==> src/rtl/pipeline_scoreboard_if.sv <==
// Decode-side bundle for the pipeline scoreboard: issue/operand inputs and hazard outputs.
// The master modport belongs to decode, the slave modport to the scoreboard.
interface pipeline_scoreboard_if #(
   parameter int ADDR_W = 5,
   parameter int DEPTH  = 3,
   parameter int SLOT_W = $clog2(DEPTH),
   parameter int CNT_W  = 16
);
   logic              i_issue_valid;
   logic              i_issue_we;
   logic              i_issue_load;
   logic [ADDR_W-1:0] i_issue_dest;
   logic [ADDR_W-1:0] i_src_a;
   logic [ADDR_W-1:0] i_src_b;
   logic              i_src_a_used;
   logic              i_src_b_used;
   logic              i_flush;
   logic              o_stall;
   logic              o_fwd_a_valid;
   logic              o_fwd_b_valid;
   logic [SLOT_W-1:0] o_fwd_a_slot;
   logic [SLOT_W-1:0] o_fwd_b_slot;
   logic [SLOT_W:0]   o_inflight;
   logic [CNT_W-1:0]  o_stall_count;

   modport master (
      output i_issue_valid, i_issue_we, i_issue_load, i_issue_dest,
             i_src_a, i_src_b, i_src_a_used, i_src_b_used, i_flush,
      input  o_stall, o_fwd_a_valid, o_fwd_b_valid, o_fwd_a_slot, o_fwd_b_slot,
             o_inflight, o_stall_count
   );

   modport slave (
      input  i_issue_valid, i_issue_we, i_issue_load, i_issue_dest,
             i_src_a, i_src_b, i_src_a_used, i_src_b_used, i_flush,
      output o_stall, o_fwd_a_valid, o_fwd_b_valid, o_fwd_a_slot, o_fwd_b_slot,
             o_inflight, o_stall_count
   );
endinterface

==> src/rtl/pipeline_scoreboard.sv <==
// In-flight register-write tracker: shifts issued writes through DEPTH slots and resolves
// each source operand to a forwarding slot or a load-use stall, with a saturating stall counter.
module pipeline_scoreboard #(
   parameter int ADDR_W   = 5,
   parameter int DEPTH    = 3,
   parameter int LOAD_LAT = 1,
   parameter int SLOT_W   = $clog2(DEPTH),
   parameter int CNT_W    = 16
) (
   input  logic                  clk,
   input  logic                  rst_n,
   input  logic                  clk_enable,
   pipeline_scoreboard_if.slave  bus
);

   typedef struct packed {
      logic              valid;
      logic              load;
      logic [ADDR_W-1:0] dest;
   } slot_t;

   typedef struct packed {
      logic              hit;
      logic              load;
      logic [SLOT_W-1:0] idx;
   } match_t;

   slot_t [DEPTH-1:0] r_slots;
   logic  [CNT_W-1:0] r_stall_count;

   match_t            w_a_match;
   match_t            w_b_match;
   logic              w_a_active;
   logic              w_b_active;
   logic              w_a_ready;
   logic              w_b_ready;
   logic              w_a_unready;
   logic              w_b_unready;
   logic              w_stall;
   logic              w_accept;
   slot_t             w_new_slot;
   logic [SLOT_W:0]   w_inflight;

   // Scan oldest to youngest so the last hit written is the youngest producer.
   function automatic match_t find_match(input slot_t [DEPTH-1:0] slots,
                                         input logic [ADDR_W-1:0] src);
      match_t m;
      m = '0;
      for (int k = DEPTH - 1; k >= 0; k--) begin
         if (slots[k].valid && slots[k].dest == src) begin
            m.hit  = 1'b1;
            m.load = slots[k].load;
            m.idx  = SLOT_W'(k);
         end
      end
      return m;
   endfunction

   // NOTE: every always_comb output gets a default before any branch so no latch is inferred.
   always_comb begin
      w_a_match   = find_match(r_slots, bus.i_src_a);
      w_b_match   = find_match(r_slots, bus.i_src_b);
      w_a_active  = bus.i_issue_valid && bus.i_src_a_used && (bus.i_src_a != '0);
      w_b_active  = bus.i_issue_valid && bus.i_src_b_used && (bus.i_src_b != '0);
      w_a_ready   = !w_a_match.load || (int'(w_a_match.idx) >= LOAD_LAT);
      w_b_ready   = !w_b_match.load || (int'(w_b_match.idx) >= LOAD_LAT);
      w_a_unready = w_a_active && w_a_match.hit && !w_a_ready;
      w_b_unready = w_b_active && w_b_match.hit && !w_b_ready;
      w_stall     = (w_a_unready || w_b_unready) && !bus.i_flush;
      w_accept    = bus.i_issue_valid && !bus.i_flush && !w_stall;

      w_new_slot       = '0;
      w_new_slot.valid = w_accept && bus.i_issue_we && (bus.i_issue_dest != '0);
      w_new_slot.load  = bus.i_issue_load;
      w_new_slot.dest  = bus.i_issue_dest;

      w_inflight = '0;
      for (int k = 0; k < DEPTH; k++) begin
         w_inflight = w_inflight + (SLOT_W + 1)'(r_slots[k].valid);
      end
   end

   assign bus.o_stall       = w_stall;
   assign bus.o_fwd_a_valid = w_a_active && w_a_match.hit && w_a_ready;
   assign bus.o_fwd_b_valid = w_b_active && w_b_match.hit && w_b_ready;
   assign bus.o_fwd_a_slot  = bus.o_fwd_a_valid ? w_a_match.idx : '0;
   assign bus.o_fwd_b_slot  = bus.o_fwd_b_valid ? w_b_match.idx : '0;
   assign bus.o_inflight    = w_inflight;
   assign bus.o_stall_count = r_stall_count;

   // NOTE: the slots are a handful of flops rather than a RAM, so clearing them on reset is cheap
   // and required; state uses non-blocking assignments so the shift reads pre-edge values.
   always_ff @(posedge clk or negedge rst_n) begin
      if (!rst_n) begin
         r_slots       <= '0;
         r_stall_count <= '0;
      end else if (clk_enable) begin
         r_slots <= {r_slots[DEPTH-2:0], w_new_slot};
         if (w_stall && (r_stall_count != '1)) begin
            r_stall_count <= r_stall_count + CNT_W'(1);
         end
      end
   end

endmodule

==> src/flat_wrapper.sv <==
// flat-port wrapper written by rule: the top's interface ports become plain ports
module pipeline_scoreboard_flat 
#(
   parameter int ADDR_W   = 5,
   parameter int DEPTH    = 3,
   parameter int LOAD_LAT = 1,
   parameter int SLOT_W   = $clog2(DEPTH),
   parameter int CNT_W    = 16
)
  (clk, rst_n, clk_enable, bus_i_issue_valid, bus_i_issue_we, bus_i_issue_load, bus_i_issue_dest, bus_i_src_a, bus_i_src_b, bus_i_src_a_used, bus_i_src_b_used, bus_i_flush, bus_o_stall, bus_o_fwd_a_valid, bus_o_fwd_b_valid, bus_o_fwd_a_slot, bus_o_fwd_b_slot, bus_o_inflight, bus_o_stall_count);
  pipeline_scoreboard_if #(.ADDR_W(ADDR_W), .DEPTH(DEPTH), .SLOT_W(SLOT_W), .CNT_W(CNT_W)) bus_i ();
  input  logic clk;
  input  logic rst_n;
  input  logic clk_enable;
  input wire logic [$bits(bus_i.i_issue_valid)-1:0] bus_i_issue_valid;
  input wire logic [$bits(bus_i.i_issue_we)-1:0] bus_i_issue_we;
  input wire logic [$bits(bus_i.i_issue_load)-1:0] bus_i_issue_load;
  input wire logic [$bits(bus_i.i_issue_dest)-1:0] bus_i_issue_dest;
  input wire logic [$bits(bus_i.i_src_a)-1:0] bus_i_src_a;
  input wire logic [$bits(bus_i.i_src_b)-1:0] bus_i_src_b;
  input wire logic [$bits(bus_i.i_src_a_used)-1:0] bus_i_src_a_used;
  input wire logic [$bits(bus_i.i_src_b_used)-1:0] bus_i_src_b_used;
  input wire logic [$bits(bus_i.i_flush)-1:0] bus_i_flush;
  output wire logic [$bits(bus_i.o_stall)-1:0] bus_o_stall;
  output wire logic [$bits(bus_i.o_fwd_a_valid)-1:0] bus_o_fwd_a_valid;
  output wire logic [$bits(bus_i.o_fwd_b_valid)-1:0] bus_o_fwd_b_valid;
  output wire logic [$bits(bus_i.o_fwd_a_slot)-1:0] bus_o_fwd_a_slot;
  output wire logic [$bits(bus_i.o_fwd_b_slot)-1:0] bus_o_fwd_b_slot;
  output wire logic [$bits(bus_i.o_inflight)-1:0] bus_o_inflight;
  output wire logic [$bits(bus_i.o_stall_count)-1:0] bus_o_stall_count;
  assign bus_i.i_issue_valid = bus_i_issue_valid;
  assign bus_i.i_issue_we = bus_i_issue_we;
  assign bus_i.i_issue_load = bus_i_issue_load;
  assign bus_i.i_issue_dest = bus_i_issue_dest;
  assign bus_i.i_src_a = bus_i_src_a;
  assign bus_i.i_src_b = bus_i_src_b;
  assign bus_i.i_src_a_used = bus_i_src_a_used;
  assign bus_i.i_src_b_used = bus_i_src_b_used;
  assign bus_i.i_flush = bus_i_flush;
  assign bus_o_stall = bus_i.o_stall;
  assign bus_o_fwd_a_valid = bus_i.o_fwd_a_valid;
  assign bus_o_fwd_b_valid = bus_i.o_fwd_b_valid;
  assign bus_o_fwd_a_slot = bus_i.o_fwd_a_slot;
  assign bus_o_fwd_b_slot = bus_i.o_fwd_b_slot;
  assign bus_o_inflight = bus_i.o_inflight;
  assign bus_o_stall_count = bus_i.o_stall_count;
  pipeline_scoreboard #(.ADDR_W(ADDR_W), .DEPTH(DEPTH), .LOAD_LAT(LOAD_LAT), .SLOT_W(SLOT_W), .CNT_W(CNT_W)) u_core (.clk(clk), .rst_n(rst_n), .clk_enable(clk_enable), .bus(bus_i));
endmodule
==> config.mk <==
export PLATFORM = sky130hd
export DESIGN_NAME = pipeline_scoreboard_flat
export DESIGN_NICKNAME = d
export VERILOG_FILES = /design/src/rtl/pipeline_scoreboard_if.sv /design/src/rtl/pipeline_scoreboard.sv /design/src/flat_wrapper.sv
export SDC_FILE = /design/constraint.sdc
export NUM_CORES = 1
export LEC_CHECK = 0
export CORE_AREA = 5 5 73 75
export CTS_BUF_LIST = sky130_fd_sc_hd__clkbuf_4
export CTS_CLUSTER_SIZE = 25
export DETAILED_ROUTE_END_ITERATION = 8
export DIE_AREA = 0 0 78 80
export GPL_TIMING_DRIVEN = 0
export PLACE_DENSITY = 0.76
export SLEW_MARGIN = 20
export SYNTH_ARGS = -nofsm -noshare
export SYNTH_HDL_FRONTEND = slang
export SYNTH_SLANG_ARGS = --single-unit
==> constraint.sdc <==
create_clock -name clk -period 2 [get_ports clk]
set_clock_uncertainty 0.15 [all_clocks]
set_input_delay 0.2 -clock clk [delete_from_list [all_inputs] [get_ports clk]]
set_output_delay 0.2 -clock clk [all_outputs]
set_load 0.02 [all_outputs]
* Yosys cells after proc, flatten, opt, wreduce, memory -nomap -nowiden *
Cells that the tools add are included.

storage, ports and cells
  flip-flop bits (word level) = 37
  latch bits = 0
  memory bits (writable) = 0
  memory bits (read-only) = 0
  output and inout port bits = 26
  word-level logic and storage cells = 65
  memories = 0

operators by class
  $add $sub $neg = 3
  multiply operators = 0
  divide/modulo/power cells = 0
  magnitude comparators = 2
  eq/ne operators = 7
  shifts and indexed selects = 0
  muxes and demuxes = 8
  bitwise logic cells = 0
  reductions and logical operators = 35

operators by type and width
  operator                 number
  $eq A5 B5 Y1             6
  $mux W4                  6
  $logic_and A1 B1 Y1      22
  $add A16 B1 Y16 const B  1
  $ne A16 B16 Y1 const B   1
  $reduce_bool A5 Y1       3
  $logic_not A1 Y1         6
  $ge A2 B1 Y1 const B     2
  $mux W2                  2
  $add A3 B1 Y3            1
  $logic_or A1 B1 Y1       3
  $add A1 B1 Y2            1
  $reduce_and A2 Y1        1

* Depth between registers and ports, before layout *
  word-level depth = 15
  gate-level depth with buffers = 8
  mapped depth without buffers = 7

* Least setup slack after synthesis *
OpenSTA, ideal clock, no wires.

  kind = reg-to-reg
  start = reg u_core.r_slots[2] (netlist bit)
  end = reg u_core.r_slots[6] (netlist bit)
  setup time = 0.164 ns
  data arrival time = 1.907 ns
  required time = 1.686 ns
  setup slack = -0.221 ns
  stages on the path, launching flop included = 7
  path buffers = 0
  period minus slack after synthesis = 2.221 ns
  cells stage by stage = dfrtp_1 > xor2_1 > nor4_1 > and4b_1 > nor2_1 > nor3b_1 > o22ai_1

between the ends
  cells in the longest elaborated chain, start to end = 13

RTL lines
  element                                 RTL line                                              RTL
  from (decl)                             pipeline_scoreboard.sv:28                             slot_t [DEPTH-1:0] r_slots;
  from (signal assigned)                  pipeline_scoreboard.sv:98                             r_slots <= {r_slots[DEPTH-2:0], w_new_slot};
  $eq A5 B5 Y1                            pipeline_scoreboard.sv:50                             if (slots[k].valid && slots[k].dest == src) begin
  $logic_and A1 B1 Y1                     pipeline_scoreboard.sv:50
  $mux W4                                 pipeline_scoreboard.sv:50
  $ge A2 B1 Y1 (tied with other cells)    pipeline_scoreboard.sv:65                             w_a_ready = !w_a_match.load || (int'(w_a_match.idx) >= LOAD_LAT);
  $logic_or A1 B1 Y1 (on tied branches)   pipeline_scoreboard.sv:65, pipeline_scoreboard.sv:66
  $logic_not A1 Y1 (on tied branches)     pipeline_scoreboard.sv:67, pipeline_scoreboard.sv:68
  $logic_and A1 B1 Y1 (on tied branches)  pipeline_scoreboard.sv:67, pipeline_scoreboard.sv:68
  $logic_or A1 B1 Y1 *                    pipeline_scoreboard.sv:69                             w_stall = (w_a_unready || w_b_unready) && !bus.i_flush;
  $logic_and A1 B1 Y1 *                   pipeline_scoreboard.sv:69
  via bus_o_stall                         flat_wrapper.sv:24                                    output wire logic [$bits(bus_i.o_stall)-1:0] bus_o_stall;
  $logic_not A1 Y1 *                      pipeline_scoreboard.sv:70                             w_accept = bus.i_issue_valid && !bus.i_flush && !w_stall;
  $logic_and A1 B1 Y1 *                   pipeline_scoreboard.sv:70
  $logic_and A1 B1 Y1 * (2 in a row)      pipeline_scoreboard.sv:73                             w_new_slot.valid = w_accept && bus.i_issue_we && (bus.i_issue_dest != '0);

Mark *: on every way through the listed nets, which the timed path passes. The rest lies on a longest branch.
A chain may end at the register's enable or synchronous reset.

* Worst setup path in the final report *
  start = reg u_core.r_slots[2] (netlist bit)
  end = out bus_o_stall

between the ends
  cells in the longest elaborated chain, start to end = 9

RTL lines
  element                                 RTL line
  $eq A5 B5 Y1                            pipeline_scoreboard.sv:50
  $logic_and A1 B1 Y1                     pipeline_scoreboard.sv:50
  $mux W4                                 pipeline_scoreboard.sv:50
  $ge A2 B1 Y1 (tied with other cells)    pipeline_scoreboard.sv:65
  $logic_or A1 B1 Y1 (on tied branches)   pipeline_scoreboard.sv:65, pipeline_scoreboard.sv:66
  $logic_not A1 Y1 (on tied branches)     pipeline_scoreboard.sv:67, pipeline_scoreboard.sv:68
  $logic_and A1 B1 Y1 (on tied branches)  pipeline_scoreboard.sv:67, pipeline_scoreboard.sv:68
  $logic_or A1 B1 Y1 *                    pipeline_scoreboard.sv:69
  $logic_and A1 B1 Y1 *                   pipeline_scoreboard.sv:69
  to (decl)                               flat_wrapper.sv:24

Mark *: on every way between the ends. The rest lies on a longest branch, timed or not.

==> results.json <==
{
  "fillCellCount": 333,
  "mostFrequentLayoutCells": "35 x xor2_1, 32 x dfrtp_1, 28 x clkdlybuf4s50_1",
  "grt_start_max_net_pins": 29,
  "antenna_found_initial": 0,
  "numCtsBuffers": 5,
  "p_int_uw": 1120,
  "grt_pass1_wl_um": 9170,
  "synth-seq-cells": 35,
  "clkPwrFrac": 0.246,
  "arrival_ns": 2.05,
  "synth_top_family_by_area": "XOR/XNOR gates",
  "synthAdderAreaFrac": 0.0348,
  "row_count": 25,
  "end_kind": "output port",
  "ys_warn_count": 0,
  "clock.fmax_ghz": 0.417,
  "clock_latency_ns": 0.34,
  "p_leak_uw": 0.00150,
  "synth-seq-area-share": 0.435,
  "core_area_mm2": 0.00460,
  "area_delta_synth_final_pct": 57.2,
  "routedWlPerCell_um": 17.1,
  "synthXorXnorAreaFrac": 0.196,
  "hold_ws_ns": 0.0764,
  "swShare": 0.302,
  "syn_avg_cell_area_um2": 11.1,
  "ctsRootBufferMaster": "clkbuf_4",
  "synth-simple-area-share": 0.170,
  "grt_usage": 0.186,
  "tightestPinTransition_ns": 0.536,
  "die_w_um": 78,
  "switchingPower_uw": 486,
  "finalNetCount": 297,
  "dieArea_mm2": 0.00624,
  "wl_um": 5530,
  "maxCapViolCount": 0,
  "synth_cells": 181,
  "via_per_inst": 5.41,
  "yosysUniqueCellTypes": 29,
  "ys.flop_type": "dfrtp_1",
  "setup_violations": 24,
  "rr_worst_depth": 10,
  "first_global_vias": 1800,
  "firstDrtPassIters": 4,
  "post-route-min-period_ns": 2.40,
  "finalMaxSlewViolations": 0,
  "cp_cell_sequence": "xor2_1 > nor4_2 > and4b_2 > nor2_1 > nor3b_2 > buf_4",
  "slowest_stage": "dfrtp_2",
  "finalHoldViolCount": 0,
  "syn_area_mm2": 0.00201,
  "slowest_delay_ns": 0.46,
  "drt_iter0_markers": 108,
  "powerDensity_mw_per_mm2": 508,
  "clkSlewWorstSetupHoldPaths_ns": 0.11,
  "fin_ws_ns": -0.398,
  "start_util": 0.438,
  "die_h_um": 80,
  "peakVddDrop_mv": 0.460,
  "hold_path.class": "in -> async",
  "layout_commonest_cell": "xor2_1",
  "overflow": 0,
  "synth-edff-count": 0,
  "worstSetupPathType": "reg -> out",
  "synthArstFlopShare": 1.00,
  "drc_errors": 0,
  "slew_headroom": 0.642,
  "io_pins": 50,
  "cp.required_ns": 1.65,
  "muxShareOfSynthArea": 0.106,
  "cts_tree": "built",
  "p_comb_frac": 0.236,
  "crit_fanout": 4,
  "drive_gt1_frac": 0.439,
  "syn_nets": 210,
  "ant_nets": 0,
  "tritoncts_num_sinks": 35,
  "tns_ns": -5.45,
  "cts.path.max_buffers": 2,
  "place_hpwl_um": 3660,
  "htreeDepth": 2,
  "p_seq_frac": 0.518,
  "outcome": "complete, but fails checks",
  "min_period_over_period": 1.20,
  "gp_congestion": 0.875,
  "synth_compound_area_frac": 0.0379,
  "violations": "setup timing",
  "cp-start-kind": "register",
  "rsz0062_at_grt": "true",
  "vias": 1748,
  "portBuffers": 49,
  "diodes": 0
}
[metal layers]
metal  routed length (um)  share of wire  vias to the layer above  global-route usage
li1                     -              -                      821                   -
met1                 2440           0.44                      869               0.262
met2                 2690           0.49                       47               0.287
met3                  281          0.051                       11              0.0372
met4                  109          0.020                        0              0.0608
met5                    0              0                        -                   0
[registers in the layout, summed over array words and instances, names as in the netlist]
signal	flops
u_core.bus.o_stall_count	16
u_core.r_slots	19
[worst paths after layout]
kind,to,slack (ns),start
max,bus_o_stall,-0.40,u_core.r_slots[2]$_DFFE_PN0P_
min,u_core.bus.o_stall_count[0]$_DFFE_PN0P_,0.08,rst_n
max reg2reg,u_core.bus.o_stall_count[0]$_DFFE_PN0P_,-0.29,u_core.r_slots[2]$_DFFE_PN0P_
min reg2reg,u_core.bus.o_stall_count[14]$_DFFE_PN0P_,0.37,u_core.bus.o_stall_count[14]$_DFFE_PN0P_
max in group asynchronous,u_core.r_slots[13]$_DFFE_PN0P_,1.19,rst_n
min in group clk,u_core.r_slots[6]$_DFFE_PN0P_,0.29,bus_i_issue_we
[synthesized netlist by cell type, types with 2 or more instances]
master | n | area share
nor3_1 | 10 | 0.025
ha_1 | 4 | 0.025
dfrtp_1 | 35 | 0.44
nand3_1 | 6 | 0.015
a211oi_1 | 2 | 0.0075
xor2_1 | 36 | 0.16
or4_1 | 3 | 0.011
buf_1 | 2 | 0.0037
inv_1 | 6 | 0.011
xnor2_1 | 9 | 0.039
nor4_1 | 9 | 0.028
and4b_1 | 2 | 0.0099
mux2_2 | 19 | 0.11
nand2_1 | 7 | 0.013
and3_1 | 5 | 0.016
nand4_1 | 4 | 0.012
nor3b_1 | 3 | 0.011
nor2_1 | 7 | 0.013
o211ai_2 | 2 | 0.012
[power groups by stage]
stage               registers, uW  logic (uW)  clock network, uW
floorplan                     827         171                  0
global placement              844         279                  0
detailed placement            847         291                  0
CTS                           826         357                401
global route                  838         411                445
finish                        831         379                396
[cell type report]
class                           instances  area (um2)  area share
Multi-Input combinational cell        137        1380       0.435
Buffer                                  3        22.5     0.00712
Clock inverter                          2        12.5     0.00395
Sequential cell                        35         880       0.278
Inverter                                6        22.5     0.00712
Timing Repair Buffer                   80         737       0.233
Clock buffer                            6        45.0      0.0142
Tap cell                               54        67.6      0.0214
[critical path, delay by kind of cell, from the launching register on]
kind / cells / cell delay (ns)
AND/OR/NAND/NOR: 4 / 0.92
flip-flops: 1 / 0.46
buffers and inverters: 1 / 0.17
XOR/XNOR: 1 / 0.16
[cells by family (layout without fill, tap and decap cells)]
group,after synthesis,after routing
xor+xnor,45,45
fa+ha+maj,5,5
mux,19,19
buf+inv,9,97
simple gates,60,60
compound gates,8,8
flops,35,35
[timing repair]
action                                 4_1_cts  5_1_grt
resized for setup                          121       21
hold buffers                                 1        0
endpoints found under the hold margin       35        0
setup buffers                               24        5
pin swaps                                   31       15
gates cloned                                 1        0
setup endpoints to repair                   27       26
[metrics by stage]
stage | total power, uW | util | setup WS (ns) | instances | cell area [um2]
final | 1610 | 0.688 | -0.398 | 323 | 3160
after global routing | 1690 | 0.688 | -0.552 | 323 | 3160
after CTS | 1580 | 0.664 | -0.344 | 318 | 3050
after detailed placement | 1140 | 0.570 | -0.972 | 285 | 2620
after global placement | 1120 | 0.567 | -0.973 | 284 | 2610
after floorplan | 998 | - | -0.0332 | 181 | 2050
(Power assumes the default switching activity.)
